`config.mk`:
```
export PLATFORM = sky130hd
export DESIGN_NAME = mult_acc_ctrl
export DESIGN_NICKNAME = d
export VERILOG_FILES = /design/src/rtl/mult_pkg.sv /design/src/rtl/mult_step_seq.sv /design/src/rtl/mult_acc_ctrl.sv
export SDC_FILE = /design/constraint.sdc
export NUM_CORES = 1
export LEC_CHECK = 0
export CAP_MARGIN = 20
export CORE_MARGIN = 3
export CORE_UTILIZATION = 49
export DETAILED_ROUTE_END_ITERATION = 10
export PLACE_DENSITY = 0.79
export SYNTH_ARGS = -nofsm -noshare
export SYNTH_HDL_FRONTEND = slang
export SYNTH_SLANG_ARGS = --single-unit
```
`constraint.sdc`:
```
create_clock -name clk -period 2.2 [get_ports clk]
set_input_delay 0.33 -clock clk [delete_from_list [all_inputs] [get_ports clk]]
set_output_delay 0.33 -clock clk [all_outputs]
set_load 0.05 [all_outputs]
```
`src/rtl/mult_pkg.sv`:
```
// Shared types and per-step constants for the 4x4 sequential multiplier controller.
package mult_pkg;

    typedef enum logic [1:0] {
        IDLE = 2'd0,
        RUN  = 2'd1,
        DONE = 2'd2
    } state_t;

    typedef logic [1:0] step_t;

    localparam step_t S0 = 2'd0;
    localparam step_t S3 = 2'd3;

    localparam logic [1:0] SHCTRL_0 = 2'b00;
    localparam logic [1:0] SHCTRL_2 = 2'b01;
    localparam logic [1:0] SHCTRL_4 = 2'b10;

    // Bit i set: step i takes the high digit of that operand.
    localparam logic [3:0] STEP_A_HI   = 4'b1010;
    localparam logic [3:0] STEP_B_HI   = 4'b1100;
    localparam logic [7:0] STEP_SHCTRL = {SHCTRL_4, SHCTRL_2, SHCTRL_2, SHCTRL_0};

    function automatic logic [1:0] digit_sel(input logic [3:0] v, input logic hi);
        return hi ? v[3:2] : v[1:0];
    endfunction

    function automatic logic [1:0] step_shctrl(input step_t s);
        return STEP_SHCTRL[{s, 1'b0} +: 2];
    endfunction

endpackage

```
`src/rtl/mult_step_seq.sv`:
```
// Step counter for the digit-serial multiply: S0..S3 in order, or only the non-zero
// digit pairs when MULT_ACC_SKIP_ZERO_EN is defined (mask captured on load).
module mult_step_seq
    import mult_pkg::*;
(
    input  logic       clk,
    input  logic       rst_n,
    input  logic       load,
    input  logic       adv,
`ifdef MULT_ACC_SKIP_ZERO_EN
    input  logic [3:0] a,
    input  logic [3:0] b,
`endif
    output step_t      step,
    output logic       last,
    output logic       empty
);

    step_t step_q, step_d;
    step_t first_step;

`ifdef MULT_ACC_SKIP_ZERO_EN
    logic [3:0] mask_q, mask_d;
    logic [3:0] load_mask;
    logic [3:0] rem;
    step_t      next_step;

    always_comb begin
        load_mask[0] = (|a[1:0]) & (|b[1:0]);
        load_mask[1] = (|a[3:2]) & (|b[1:0]);
        load_mask[2] = (|a[1:0]) & (|b[3:2]);
        load_mask[3] = (|a[3:2]) & (|b[3:2]);
        empty        = (load_mask == 4'b0000);

        first_step = S0;
        for (int i = 3; i >= 0; i--) begin
            if (load_mask[i]) first_step = step_t'(i);
        end

        // Active steps still ahead of the current one.
        rem = 4'b0000;
        for (int i = 0; i < 4; i++) begin
            if (i > int'(step_q)) rem[i] = mask_q[i];
        end
        next_step = S0;
        for (int i = 3; i >= 0; i--) begin
            if (rem[i]) next_step = step_t'(i);
        end
        last = (rem == 4'b0000);

        mask_d = load ? load_mask : mask_q;
        step_d = step_q;
        if (load)     step_d = first_step;
        else if (adv) step_d = last ? S0 : next_step;
    end

    always_ff @(posedge clk or negedge rst_n) begin
        if (!rst_n) mask_q <= 4'hF;
        else        mask_q <= mask_d;
    end
`else
    always_comb begin
        first_step = S0;
        empty      = 1'b0;
        last       = (step_q == S3);
        step_d     = step_q;
        if (load)     step_d = first_step;
        else if (adv) step_d = step_t'(step_q + 2'd1);
    end
`endif

    always_ff @(posedge clk or negedge rst_n) begin
        if (!rst_n) step_q <= S0;
        else        step_q <= step_d;
    end

    assign step = step_q;

endmodule

```
`src/rtl/mult_acc_ctrl.sv`:
```
// Start/done controller and accumulator for the 4x4 multiplier: one cycle per active step,
// done pulses one cycle after the last step; start ignored while busy. Option: MULT_ACC_SKIP_ZERO_EN.
module mult_acc_ctrl
    import mult_pkg::*;
#(
    parameter int ACC_W = 8
) (
    input  logic             clk,
    input  logic             rst_n,
    input  logic             start,
    input  logic [3:0]       a,
    input  logic [3:0]       b,
    output logic [1:0]       a_digit,
    output logic [1:0]       b_digit,
    output logic [1:0]       shctrl,
    input  logic [7:0]       pp_shifted,
    output logic             busy,
    output logic             done,
    output logic [ACC_W-1:0] result
);

    state_t     state_q, state_d;
    logic [3:0] a_q, a_d, b_q, b_d;
    logic [7:0] acc_q, acc_d, res_q, res_d;
    logic       accept, adv;
    step_t      step;
    logic       last, empty;

    mult_step_seq u_seq (
        .clk   (clk),
        .rst_n (rst_n),
        .load  (accept),
        .adv   (adv),
`ifdef MULT_ACC_SKIP_ZERO_EN
        .a     (a),
        .b     (b),
`endif
        .step  (step),
        .last  (last),
        .empty (empty)
    );

    always_comb begin
        state_d = state_q;
        a_d     = a_q;
        b_d     = b_q;
        acc_d   = acc_q;
        res_d   = res_q;
        accept  = 1'b0;
        adv     = 1'b0;
        a_digit = 2'b00;
        b_digit = 2'b00;
        shctrl  = SHCTRL_0;
        busy    = 1'b0;
        done    = 1'b0;
        case (state_q)
            IDLE, DONE: begin
                done = (state_q == DONE);
                if (start) begin
                    accept = 1'b1;
                    a_d    = a;
                    b_d    = b;
                    acc_d  = 8'd0;
                    if (empty) begin
                        state_d = DONE;
                        res_d   = 8'd0;
                    end else begin
                        state_d = RUN;
                    end
                end else begin
                    state_d = IDLE;
                end
            end
            RUN: begin
                busy    = 1'b1;
                adv     = 1'b1;
                a_digit = digit_sel(a_q, STEP_A_HI[step]);
                b_digit = digit_sel(b_q, STEP_B_HI[step]);
                shctrl  = step_shctrl(step);
                // Max product is 225, so the 8-bit sum cannot wrap.
                acc_d   = acc_q + pp_shifted;
                if (last) begin
                    res_d   = acc_d;
                    state_d = DONE;
                end
            end
            default: state_d = IDLE;
        endcase
    end

    always_ff @(posedge clk or negedge rst_n) begin
        if (!rst_n) begin
            state_q <= IDLE;
            a_q     <= 4'd0;
            b_q     <= 4'd0;
            acc_q   <= 8'd0;
            res_q   <= 8'd0;
        end else begin
            state_q <= state_d;
            a_q     <= a_d;
            b_q     <= b_d;
            acc_q   <= acc_d;
            res_q   <= res_d;
        end
    end

    assign result = ACC_W'(res_q);

endmodule

```
==> flow_summary.json <==
{
  "place_area_um2": 1930,
  "synthesis.area_um2": 1470,
  "ff2ff_setup_slack_ns": 0.22,
  "grt_pass1_vias": 1162,
  "vdd_ir_drop_max_uv": 1190,
  "cp.arrival_ns": 1.69,
  "slew_headroom": 0.497,
  "synthesis.nets": 170,
  "finalSetupTns_ns": 0,
  "cts.sinks": 28,
  "p_seq_frac": 0.276,
  "clock_latency_ns": 0.33,
  "num_antenna_cells": 0,
  "first_pass_iters": 4,
  "place.detailed.hpwl_mm": 2.48,
  "synth_edf_count": 0,
  "p_leak_nw": 0.913,
  "mostFrequentLayoutCell": "dfrtp_1",
  "fin_hold_ws_ns": 0.342,
  "skew_ns": 0.00172,
  "gp_congestion": 0.888,
  "cts_buffers": 3,
  "wirelength_mm": 3.22,
  "nNetsFinal": 216,
  "worst_pin_slew_ns": 0.752,
  "hold_viol_final": 0,
  "syn_inst": 142,
  "yosys.cell_types.count": 34,
  "synth.avg_cell_area_um2": 10.3,
  "vias_per_cell": 5.39,
  "fmax_ghz": 0.495,
  "grt_usage": 0.201,
  "end_kind": "output port",
  "port_buffers": 34,
  "overflow": 0,
  "rsz0062_at_grt": "no",
  "wl_per_cell_um": 14.8,
  "setup_viol_count_final": 0,
  "worstPathMaxFanout": 10,
  "htreeDepth": 1,
  "die_h_um": 60.7,
  "power.density_nw_per_um2": 1730,
  "cts_hold_buf": 0,
  "r2r-end": "acc_q[6]$_DFFE_PN0P_",
  "pwr-share-clk": 0.075,
  "hold_path_class": "input pin to async pin",
  "start_kind": "flop",
  "path_clk_slew_ns": 0.15,
  "p_comb_frac": 0.649,
  "die_area_um2": 3690,
  "period_share": 0.918,
  "rr_worst_depth": 8,
  "grt_pass1_wl_mm": 5.38,
  "cts_tree": "yes",
  "ys_seq_area_frac": 0.477,
  "antenna_left": 0,
  "ys.flop_type": "dfrtp_1",
  "drive_gt1_frac": 0.193,
  "syn2layout_area_growth_pct": 34.1,
  "clock_path_buffers": 2,
  "regToRegStartpoint": "acc_q[0]$_DFFE_PN0P_",
  "drt-initial-drc-count": 42,
  "min_period_ns": 2.02,
  "netSwitchingPower_mw": 1.61,
  "fin_area_um2": 1970,
  "grt_max_degree": 29,
  "crit_type": "flop to output port",
  "post_cts_buffers": 0,
  "post_cts_resized": 0,
  "remaining_drc_errors": 0,
  "row_count": 19,
  "crit_required_ns": 1.87,
  "status": "complete, no violations",
  "maxCapViolCount": 0,
  "sw_frac_of_total": 0.473,
  "layout_common_cells": "dfrtp_1, clkdlybuf4s50_1, o21ai_0",
  "finalPower_mw": 3.41,
  "ys_seq_elements": 28,
  "num_io_pins": 35,
  "vias": 1174,
  "ys_warn_count": 0,
  "antenna_found_initial": 0,
  "nFillCells": 236,
  "cts_root_buf": "clkbuf_4",
  "fp.coreArea_um2": 2810,
  "internal_power_mw": 1.80,
  "dieWidth_um": 60.7,
  "drv_slew": 0,
  "async_flop_share": 1.00,
  "start_util": 0.523
}
-- layer usage --
layer | vias up | share of wire | GRT usage
met4 | 0 | 0.020 | 0.0867
li1 | 587 | - | -
met5 | - | 0 | 0
met2 | 32 | 0.49 | 0.337
met1 | 548 | 0.45 | 0.257
met3 | 7 | 0.038 | 0.0319
-- state kept, by name (all words and copies together) (netlist names) --
name	cells
a_q	4
acc_q	8
b_q	4
result	8
state_q	2
u_seq.step	2
-- cell type report --
| cell class | instances | area, um2 | share of cell area |
|---|---|---|---|
| clock buffer | 4 | 36.3 | 0.0184 |
| inverter | 8 | 30.0 | 0.0153 |
| sequential | 28 | 701 | 0.356 |
| timing repair buffer | 45 | 443 | 0.225 |
| multi-input combinational | 102 | 719 | 0.366 |
| tap | 31 | 38.8 | 0.0197 |
-- power by group through the flow --
stage	Combinational [mW]	Sequential, mW	Clock (mW)
after floorplan	1.22	1.17	0
after global placement	2.18	0.942	0
after detailed placement	2.22	0.957	0
after CTS	2.23	0.945	0.265
after global routing	2.40	0.975	0.288
final	2.21	0.942	0.256
-- synth_stat cells (2+ instances only) --
master,n,area share
nand3_1,3,0.010
a21oi_1,3,0.010
nor2_1,10,0.026
buf_2,2,0.0068
or4_1,2,0.010
a21o_1,3,0.015
mux2i_1,4,0.027
clkbuf_1,2,0.0051
and2_1,2,0.0085
nand2b_1,4,0.017
mux2_2,9,0.069
dfrtp_1,28,0.48
nor3_1,3,0.010
nor2b_1,5,0.021
a22o_1,2,0.012
ha_1,8,0.068
inv_1,7,0.018
nand2_1,12,0.031
o21ai_0,17,0.058
xor2_1,2,0.012
-- cells by family (layout without fill, tap and decap cells) --
logic type      after synthesis  in the layout  synth area share
compound gates               33             33             0.142
xor+xnor                      3              3            0.0179
fa+ha+maj                     9              9            0.0818
buf+inv                      12             57            0.0324
flops                        28             28             0.477
mux                          14             14             0.107
simple gates                 43             43             0.142
-- critical path: stages, from the launching register on --
cell and delay, ns:
dfrtp_1 0.40, nand2b_1 0.16, inv_2 0.15, nand2_1 0.25, inv_2 0.22, buf_12 0.16
-- metrics by stage --
step / setup WS (ns) / util / cells
after CTS: 0.0777 / 0.702 / 218
after floorplan: 0.271 / - / 142
after global routing: 0.0370 / 0.702 / 218
final: 0.180 / 0.702 / 218
after global placement: -0.126 / 0.689 / 214
after detailed placement: -0.153 / 0.689 / 214
-- worst max path at each step --
stage,startpoint,end,cells after the start
after global placement,pp_shifted[1],result[7]$_DFFE_PN0P_,7
after detailed placement,pp_shifted[1],result[7]$_DFFE_PN0P_,7
after global routing,state_q[1]$_DFFE_PN0P_,shctrl[1],5
after CTS,state_q[1]$_DFFE_PN0P_,shctrl[1],5
after floorplan,state_q[1]$_DFFE_PN0P_,result[0]$_DFFE_PN0P_,6
final,state_q[1]$_DFFE_PN0P_,shctrl[1],5
(Power assumes the default switching activity.)
